$ cat src/rtl/uart_frame_tx.sv
// uart_frame_tx: packs a NUM_BYTES payload into SYNC + data (LSB byte first) + XOR
// checksum and feeds it into a UART TX FIFO write port, honouring tx_full.
// A frame is sent on request, on payload change, or as a periodic keep-alive.
module uart_frame_tx #(
  parameter int unsigned              NUM_BYTES      = 3,
  parameter logic [7:0]               SYNC_BYTE      = 8'hA5,
  parameter logic [NUM_BYTES*8-1:0]   INIT_DATA      = 24'h140846,
  parameter bit                       SEND_ON_CHANGE = 1'b1,
  parameter int unsigned              RESEND_CYCLES  = 1_000_000
) (
  input  logic                   clk,
  input  logic                   rst,
  input  logic [NUM_BYTES*8-1:0] data_in,
  input  logic                   send_req,
  input  logic                   tx_full,
  output logic [7:0]             w_data,
  output logic                   wr_uart,
  output logic                   busy,
  output logic                   frame_done
);

  localparam int unsigned IW = (NUM_BYTES > 1) ? $clog2(NUM_BYTES) : 1;
  localparam logic [IW-1:0] LAST_IDX = IW'(NUM_BYTES - 1);
  localparam int unsigned TW = (RESEND_CYCLES > 1) ? $clog2(RESEND_CYCLES) : 1;
  localparam logic [TW-1:0] TMAX = (RESEND_CYCLES == 0) ? '0 : TW'(RESEND_CYCLES - 1);

  typedef enum logic [1:0] {
    IDLE,
    SEND_SYNC,
    SEND_DATA,
    SEND_CSUM
  } state_t;

  state_t                 r_state;
  logic                   r_pending;
  logic [NUM_BYTES*8-1:0] r_snapshot;
  logic [NUM_BYTES*8-1:0] r_last_sent;
  logic [7:0]             r_csum;
  logic [IW-1:0]          r_idx;
  logic [TW-1:0]          r_timer;

  logic [7:0]             w_byte;
  logic                   w_changed;
  logic                   w_timer_hit;
  logic                   w_trigger;

  // Select the snapshot byte addressed by r_idx (byte 0 = least significant).
  always_comb begin
    w_byte = '0;
    for (int unsigned i = 0; i < NUM_BYTES; i++) begin
      if (r_idx == IW'(i)) w_byte = r_snapshot[i*8 +: 8];
    end
  end

  // Frame start conditions evaluated while idle; any combination yields one frame.
  always_comb begin
    w_changed   = SEND_ON_CHANGE && (data_in != r_last_sent);
    w_timer_hit = (RESEND_CYCLES != 0) && (r_timer == TMAX);
    w_trigger   = send_req || r_pending || w_changed || w_timer_hit;
  end

  // Frame sequencer with registered FIFO write port, status flags and keep-alive timer.
  always_ff @(posedge clk) begin
    if (rst) begin
      r_state     <= IDLE;
      r_pending   <= 1'b0;
      r_snapshot  <= INIT_DATA;
      r_last_sent <= INIT_DATA;
      r_csum      <= '0;
      r_idx       <= '0;
      r_timer     <= '0;
      w_data      <= '0;
      wr_uart     <= 1'b0;
      busy        <= 1'b0;
      frame_done  <= 1'b0;
    end else begin
      wr_uart    <= 1'b0;
      frame_done <= 1'b0;
      case (r_state)
        IDLE: begin
          if (w_trigger) begin
            r_snapshot  <= data_in;
            r_last_sent <= data_in;
            r_csum      <= '0;
            r_idx       <= '0;
            r_pending   <= 1'b0;
            r_timer     <= '0;
            busy        <= 1'b1;
            r_state     <= SEND_SYNC;
          end else if ((RESEND_CYCLES != 0) && (r_timer != TMAX)) begin
            r_timer <= r_timer + 1'b1;
          end
        end
        SEND_SYNC: begin
          if (send_req) r_pending <= 1'b1;
          if (!tx_full) begin
            wr_uart <= 1'b1;
            w_data  <= SYNC_BYTE;
            r_state <= SEND_DATA;
          end
        end
        SEND_DATA: begin
          if (send_req) r_pending <= 1'b1;
          if (!tx_full) begin
            wr_uart <= 1'b1;
            w_data  <= w_byte;
            r_csum  <= r_csum ^ w_byte;
            if (r_idx == LAST_IDX) r_state <= SEND_CSUM;
            else                   r_idx   <= r_idx + 1'b1;
          end
        end
        SEND_CSUM: begin
          if (send_req) r_pending <= 1'b1;
          if (!tx_full) begin
            wr_uart    <= 1'b1;
            w_data     <= r_csum;
            frame_done <= 1'b1;
            busy       <= 1'b0;
            r_state    <= IDLE;
          end
        end
        default: r_state <= IDLE;
      endcase
    end
  end

endmodule

$ cat config.mk
export PLATFORM = sky130hd
export DESIGN_NAME = uart_frame_tx
export DESIGN_NICKNAME = d
export VERILOG_FILES = /design/src/rtl/uart_frame_tx.sv
export SDC_FILE = /design/constraint.sdc
export NUM_CORES = 1
export LEC_CHECK = 0
export ABC_AREA = 1
export CAP_MARGIN = 10
export CORE_ASPECT_RATIO = 1.75
export CORE_MARGIN = 2
export CORE_UTILIZATION = 60
export CTS_CLUSTER_DIAMETER = 150
export DETAILED_ROUTE_END_ITERATION = 8
export DONT_BUFFER_PORTS = 1
export HOLD_SLACK_MARGIN = 0.1
export PLACE_DENSITY = 0.76
export SLEW_MARGIN = 20
export SYNTH_ARGS = -nofsm -noshare
export SYNTH_HDL_FRONTEND = slang
export SYNTH_SLANG_ARGS = --single-unit
$ cat constraint.sdc
create_clock -name clk -period 2 [get_ports clk]
set_clock_uncertainty 0.15 [all_clocks]
set_input_delay 0.1 -clock clk [delete_from_list [all_inputs] [get_ports clk]]
set_output_delay 0.1 -clock clk [all_outputs]
set_load 0.02 [all_outputs]
; ---- Word level (Yosys, flattened, before mapping)
; Index checks and enable logic that the tools add are counted.
[word_totals]
reg_bits = 68
input_bits = 28
out_inout_bits = 11
word_cells = 79
[classes]
n_addsub = 2
n_eq_ne = 15
n_mux = 29
n_bitwise = 3
n_reduce_logical = 20
[ops]
columns = operator, n
row1 = 8-bit 2-to-1 mux, 8
row2 = 20-bit 2-to-1 mux, 2
row3 = 24-bit != test, 1
row4 = 8-bit case mux with 3 select lines, 1
row5 = 20-bit by 1-bit adder with 20-bit output (second input constant), 1
row6 = 20-bit == test (second input constant), 1
row7 = 20-bit != test (second input constant), 1
row8 = 2-bit 2-to-1 mux, 8
row9 = 8-bit case mux with 2 select lines, 1
row10 = 2-bit != test (second input constant), 6
row11 = 2-bit case mux with 4 select lines, 1
row12 = 4-bit AND reduction, 2
row13 = 8-bit bitwise XOR, 1
row14 = 2-bit == test (second input constant), 3
row15 = 2-bit AND reduction, 3
row16 = 3-bit AND reduction, 2
row17 = 2-bit nonzero test, 3
row18 = 1-bit 2-to-1 mux, 5
row19 = 5-bit AND reduction, 1
row20 = 2-bit by 1-bit == test with 1-bit output (second input constant), 2
row21 = 2-bit logical NOT, 2
row22 = 1-bit case mux with 2 select lines, 2
row23 = 2-bit case mux with 2 select lines, 1
row24 = 2-bit OR reduction, 2
row25 = other kinds (6), 9

; ---- Depth between registers and ports, before layout
[logic_depth]
word_depth = 7
mapped_depth = 13
mapped_depth_nobuf = 13

; ---- Least setup slack after synthesis
; Ideal clock, no wire load.
[synth_path]
path_kind = flip-flop to flip-flop
from = reg r_state[0]
to = reg r_timer[16]
setup_time_ps = 116
arrival_time_ps = 1575
required_time_ps = 1734
path_slack_ps = 160
stages_incl_launch_ff = 13
n_path_buf = 1
period_less_slack_ps = 1840
cell_sequence = dfxtp_1 > inv_1 > ha_1 > buf_6 > inv_2 > nor2_4 > nand2_2 > nor2_2 > nand3_1 > nor2_2 > nand4_1 > o21ai_0 > nor2_1
[synth_between]
elab_chain_cells = 2
[synth_lines]
columns = item, line
row1 = "start, declared", 34  ; state_t r_state;
row2 = "start signal, assigned", 65  ; r_state <= IDLE;
row3 = "start signal, assigned", 89  ; r_state <= SEND_SYNC;
row4 = "start signal, assigned", 99  ; r_state <= SEND_DATA;
row5 = 2-bit logical NOT, 79  ; case (r_state)
row6 = 2-bit AND reduction (no line), --
row7 = "end signal, assigned", 91  ; r_timer <= r_timer + 1'b1;
row8 = "end, declared", 40  ; logic [TW-1:0] r_timer;
; No other way between the ends.
; A chain may end at the register's enable or synchronous reset.

; ---- Worst setup path in the final report
[layout_path]
from = reg r_last_sent[11]
to = reg r_last_sent[3]
[layout_between]
elab_chain_cells = 4
[layout_lines]
columns = item, line
row1 = "start, declared", 37  ; logic [NUM_BYTES*8-1:0] r_last_sent;
row2 = "start signal, assigned", 83  ; r_last_sent <= data_in;
row3 = 24-bit != test, 57  ; w_changed = SEND_ON_CHANGE && (data_in != r_last_sent);
row4 = 1-bit logical OR (2 in series), 59  ; w_trigger = send_req || r_pending || w_changed || w_timer_hit;
row5 = 2-bit AND reduction (no line), --
; No other way between the ends.

==> flow_summary.yaml <==
critical_path:
  start_kind: "flop"
  cp_max_fo: 6
  ff2ff_setup_slack_ns: 0.08
  crit_type: "flop to flop"
  r2r_cells: 13
  cp_data_arrival_time_ns: 2.06
  crit_path_end_kind: "flop"
  cp_data_required_time_ns: 2.14
clock_tree:
  cts_tree: "yes"
  clk_pin_slew_worst_paths_ns: 0.07
  htree_levels: 3
  numCtsBuffers: 9
  clock_path_buffers: 2
  clkLatencyLatePin_ns: 0.36
  clock_sink_count: 68
  cts_root_buffer: "clkbuf_8"
pwr:
  power_density_mw_per_mm2: 1380
  power_mw: 6.39
  ir_worst_vdd_uv: 957
  power.leakage_nw: 1.94
die:
  core-area_mm2: 0.00593
  dieArea_mm2: 0.00685
  dieWidth_um: 63.4
  start_util_pct: 62.6
  boundaryPins: 39
  dieHeight_um: 108
  rows: 37
timing:
  timing.final.max_slew_violations: 0
  setup_ws_ns: 0.0794
  tightestPinTransition_ns: 0.625
  rsz0062_at_grt: "true"
  period_needed_ns: 1.92
  slew_headroom_pct: 58.3
  setup_viol: 0
  hold_viol: 0
  tns_ns: 0
  min_period_over_period_pct: 96.0
  clock.fmax_mhz: 521
yosys:
  async_flop_share_pct: 0
  yosys-top-cells-area: "dfxtp_1 (37%), nand2_1 (14%), inv_1 (6.4%), a21oi_1 (5.8%), o21ai_0 (5.4%)"
  syn_inst: 535
  syn_area_mm2: 0.00371
  synth_edf_count: 0
  ys_types: 38
  synth_top_cell_by_area: "dfxtp_1"
  synth_top_area_share_pct: 36.7
  synth-seq-cells: 68
  synth.avg_cell_area_um2: 6.93
  yosys-top-cells-count: "nand2_1 (140), dfxtp_1 (68), inv_1 (63), nor2_1 (52), a21oi_1 (43)"
  ys_warn_count: 0
  synth-main-ff-cell: "dfxtp_1"
  syn_nets: 571
  ys_seq_area_share_pct: 36.7
  yosysMostFrequentCell: "nand2_1"
final_layout:
  fin_nets: 629
  final_area_mm2: 0.00464
  antenna_cells: 0
  drive_gt1_share_pct: 21.1
  nFillCells: 439
  fin_cells: 676
  area.growth.synth_to_final_pct: 25.1
detailed_routing:
  via_per_inst: 5.61
  wl_per_cell_um: 15.9
  drt-total-wl_mm: 10.8
  drtIter0Drc: 258
  drc: 0
  antenna_left: 0
  drt_first_pass_iters: 5
  routed-via-count: 3790
global_route:
  grt_pass1_vias: 3776
  grt_overflow: 0
  grt_use_met3_pct: 8.84
  grt_max_degree: 20
  grt_pass1_wl_mm: 16.8
  grt-busiest-layer: "met2"
  met1_usage_pct: 31.3
  use_met2_pct: 56.8
  antenna_found_initial: 0
  track_usage_pct: 31.6
job:
  max-cap-violations: 0
placed_design:
  place_area_mm2: 0.00387
  port_buffers: 0
  dp_cells: 619
  gp_congestion: 0.922
  dp_hpwl_mm: 7.08
  place_ws_ns: -0.0300
worst_hold_path:
  hold-path-cell-count: 6
  hold_path_class: "primary input to flop"
outcome:
  status: "finished, final reports clean"
==> cell families after synthesis <==
kind of cell / share of synthesized area (%)
compound gates: 16.8
xor+xnor: 4.96
fa+ha+maj: 2.70
buf+inv: 10.5
flops: 36.7
simple gates: 28.3
==> final cells by class <==
| cell class | instances | area [µm²] | area share (%) |
|---|---|---|---|
| clock buffers | 15 | 176 | 3.80 |
| clock inverters | 1 | 5.00 | 0.108 |
| inverters | 68 | 255 | 5.50 |
| multi-input cells | 382 | 2110 | 45.6 |
| flip-flops and latches | 68 | 1380 | 29.7 |
| well taps | 78 | 97.6 | 2.10 |
| repair buffers | 64 | 612 | 13.2 |
==> sequential cells by signal, indices dropped and copies added (netlist names), 2 cells and up <==
name	count
w_data	8
r_last_sent	24
r_csum	8
r_state	2
r_idx	2
r_timer	20
==> routing by layer <==
metal	wire, µm	part of all wire [%]
met2	5680	53
met5	0	0
met4	533	5.0
met3	592	5.5
met1	3960	37
==> through the flow <==
| stage | utilization (%) | hold slack [ns] |
|---|---|---|
| 6_report | 78.3 | 0.124 |
| 5_1_grt | 78.3 | 0.165 |
| 4_1_cts | 73.6 | 0.122 |
| 3_5_place_dp | 65.3 | 0.0224 |
| 3_3_place_gp | 65.3 | 0.0218 |
| 2_1_floorplan | - | 0.0191 |
==> timing repair <==
item	4_1_cts	5_1_grt
pin swaps	2	17
endpoints found under the hold margin	43	0
hold buffers	27	0
setup buffers	3	7
resized for setup	2	65
endpoints found under the setup margin	14	60
cloned	1	3
==> report_power, final <==
| group | total, mW | switching (mW) | internal (mW) |
|---|---|---|---|
| sequential | 2.04 | 0.337 | 1.70 |
| clock | 1.06 | 0.505 | 0.552 |
| combinational | 3.29 | 1.96 | 1.33 |
| total | 6.39 | 2.81 | 3.58 |
==> cell usage in the layout, fill, tap and decap left out, types with 3 or more instances in the layout <==
cell type / count
nand2_1: 135
dfxtp_1: 56
inv_1: 54
nor2_1: 45
a21oi_1: 42
buf_4: 32
o21ai_0: 30
dlygate4sd3_1: 27
inv_2: 13
nand4_1: 13
clkbuf_8: 12
xnor2_1: 11
nand3_1: 11
dfxtp_2: 11
xor2_1: 10
o21ai_1: 9
a21oi_2: 9
nor2_2: 7
nand2_2: 6
nor3_2: 5
nor3_1: 5
o211ai_1: 5
a31oi_1: 5
ha_1: 5
nor2_4: 4
nand2_4: 4
nand3_2: 4
clkbuf_1: 3
==> final timing paths <==
check | start | end
hold reg to reg | r_last_sent[8] | r_last_sent[8]
setup reg to reg | r_last_sent[11] | r_last_sent[3]
hold / removal | data_in[2] | r_last_sent[11]
setup / recovery | r_last_sent[11] | r_last_sent[3]
==> critical path, stage by stage (launching register included) <==
cell and delay, ns:
dfxtp_2 0.33, inv_2 0.04, nand2_1 0.07, o21ai_2 0.07, nor2_2 0.10, nand2_1 0.07
nor2_2 0.14, nand2_2 0.08, nor2_4 0.15, nand2_4 0.12, nand2_4 0.14, buf_4 0.15
o21ai_0 0.10, a21oi_2 0.12
No activity file was read; power rests on OpenSTA's default activity.
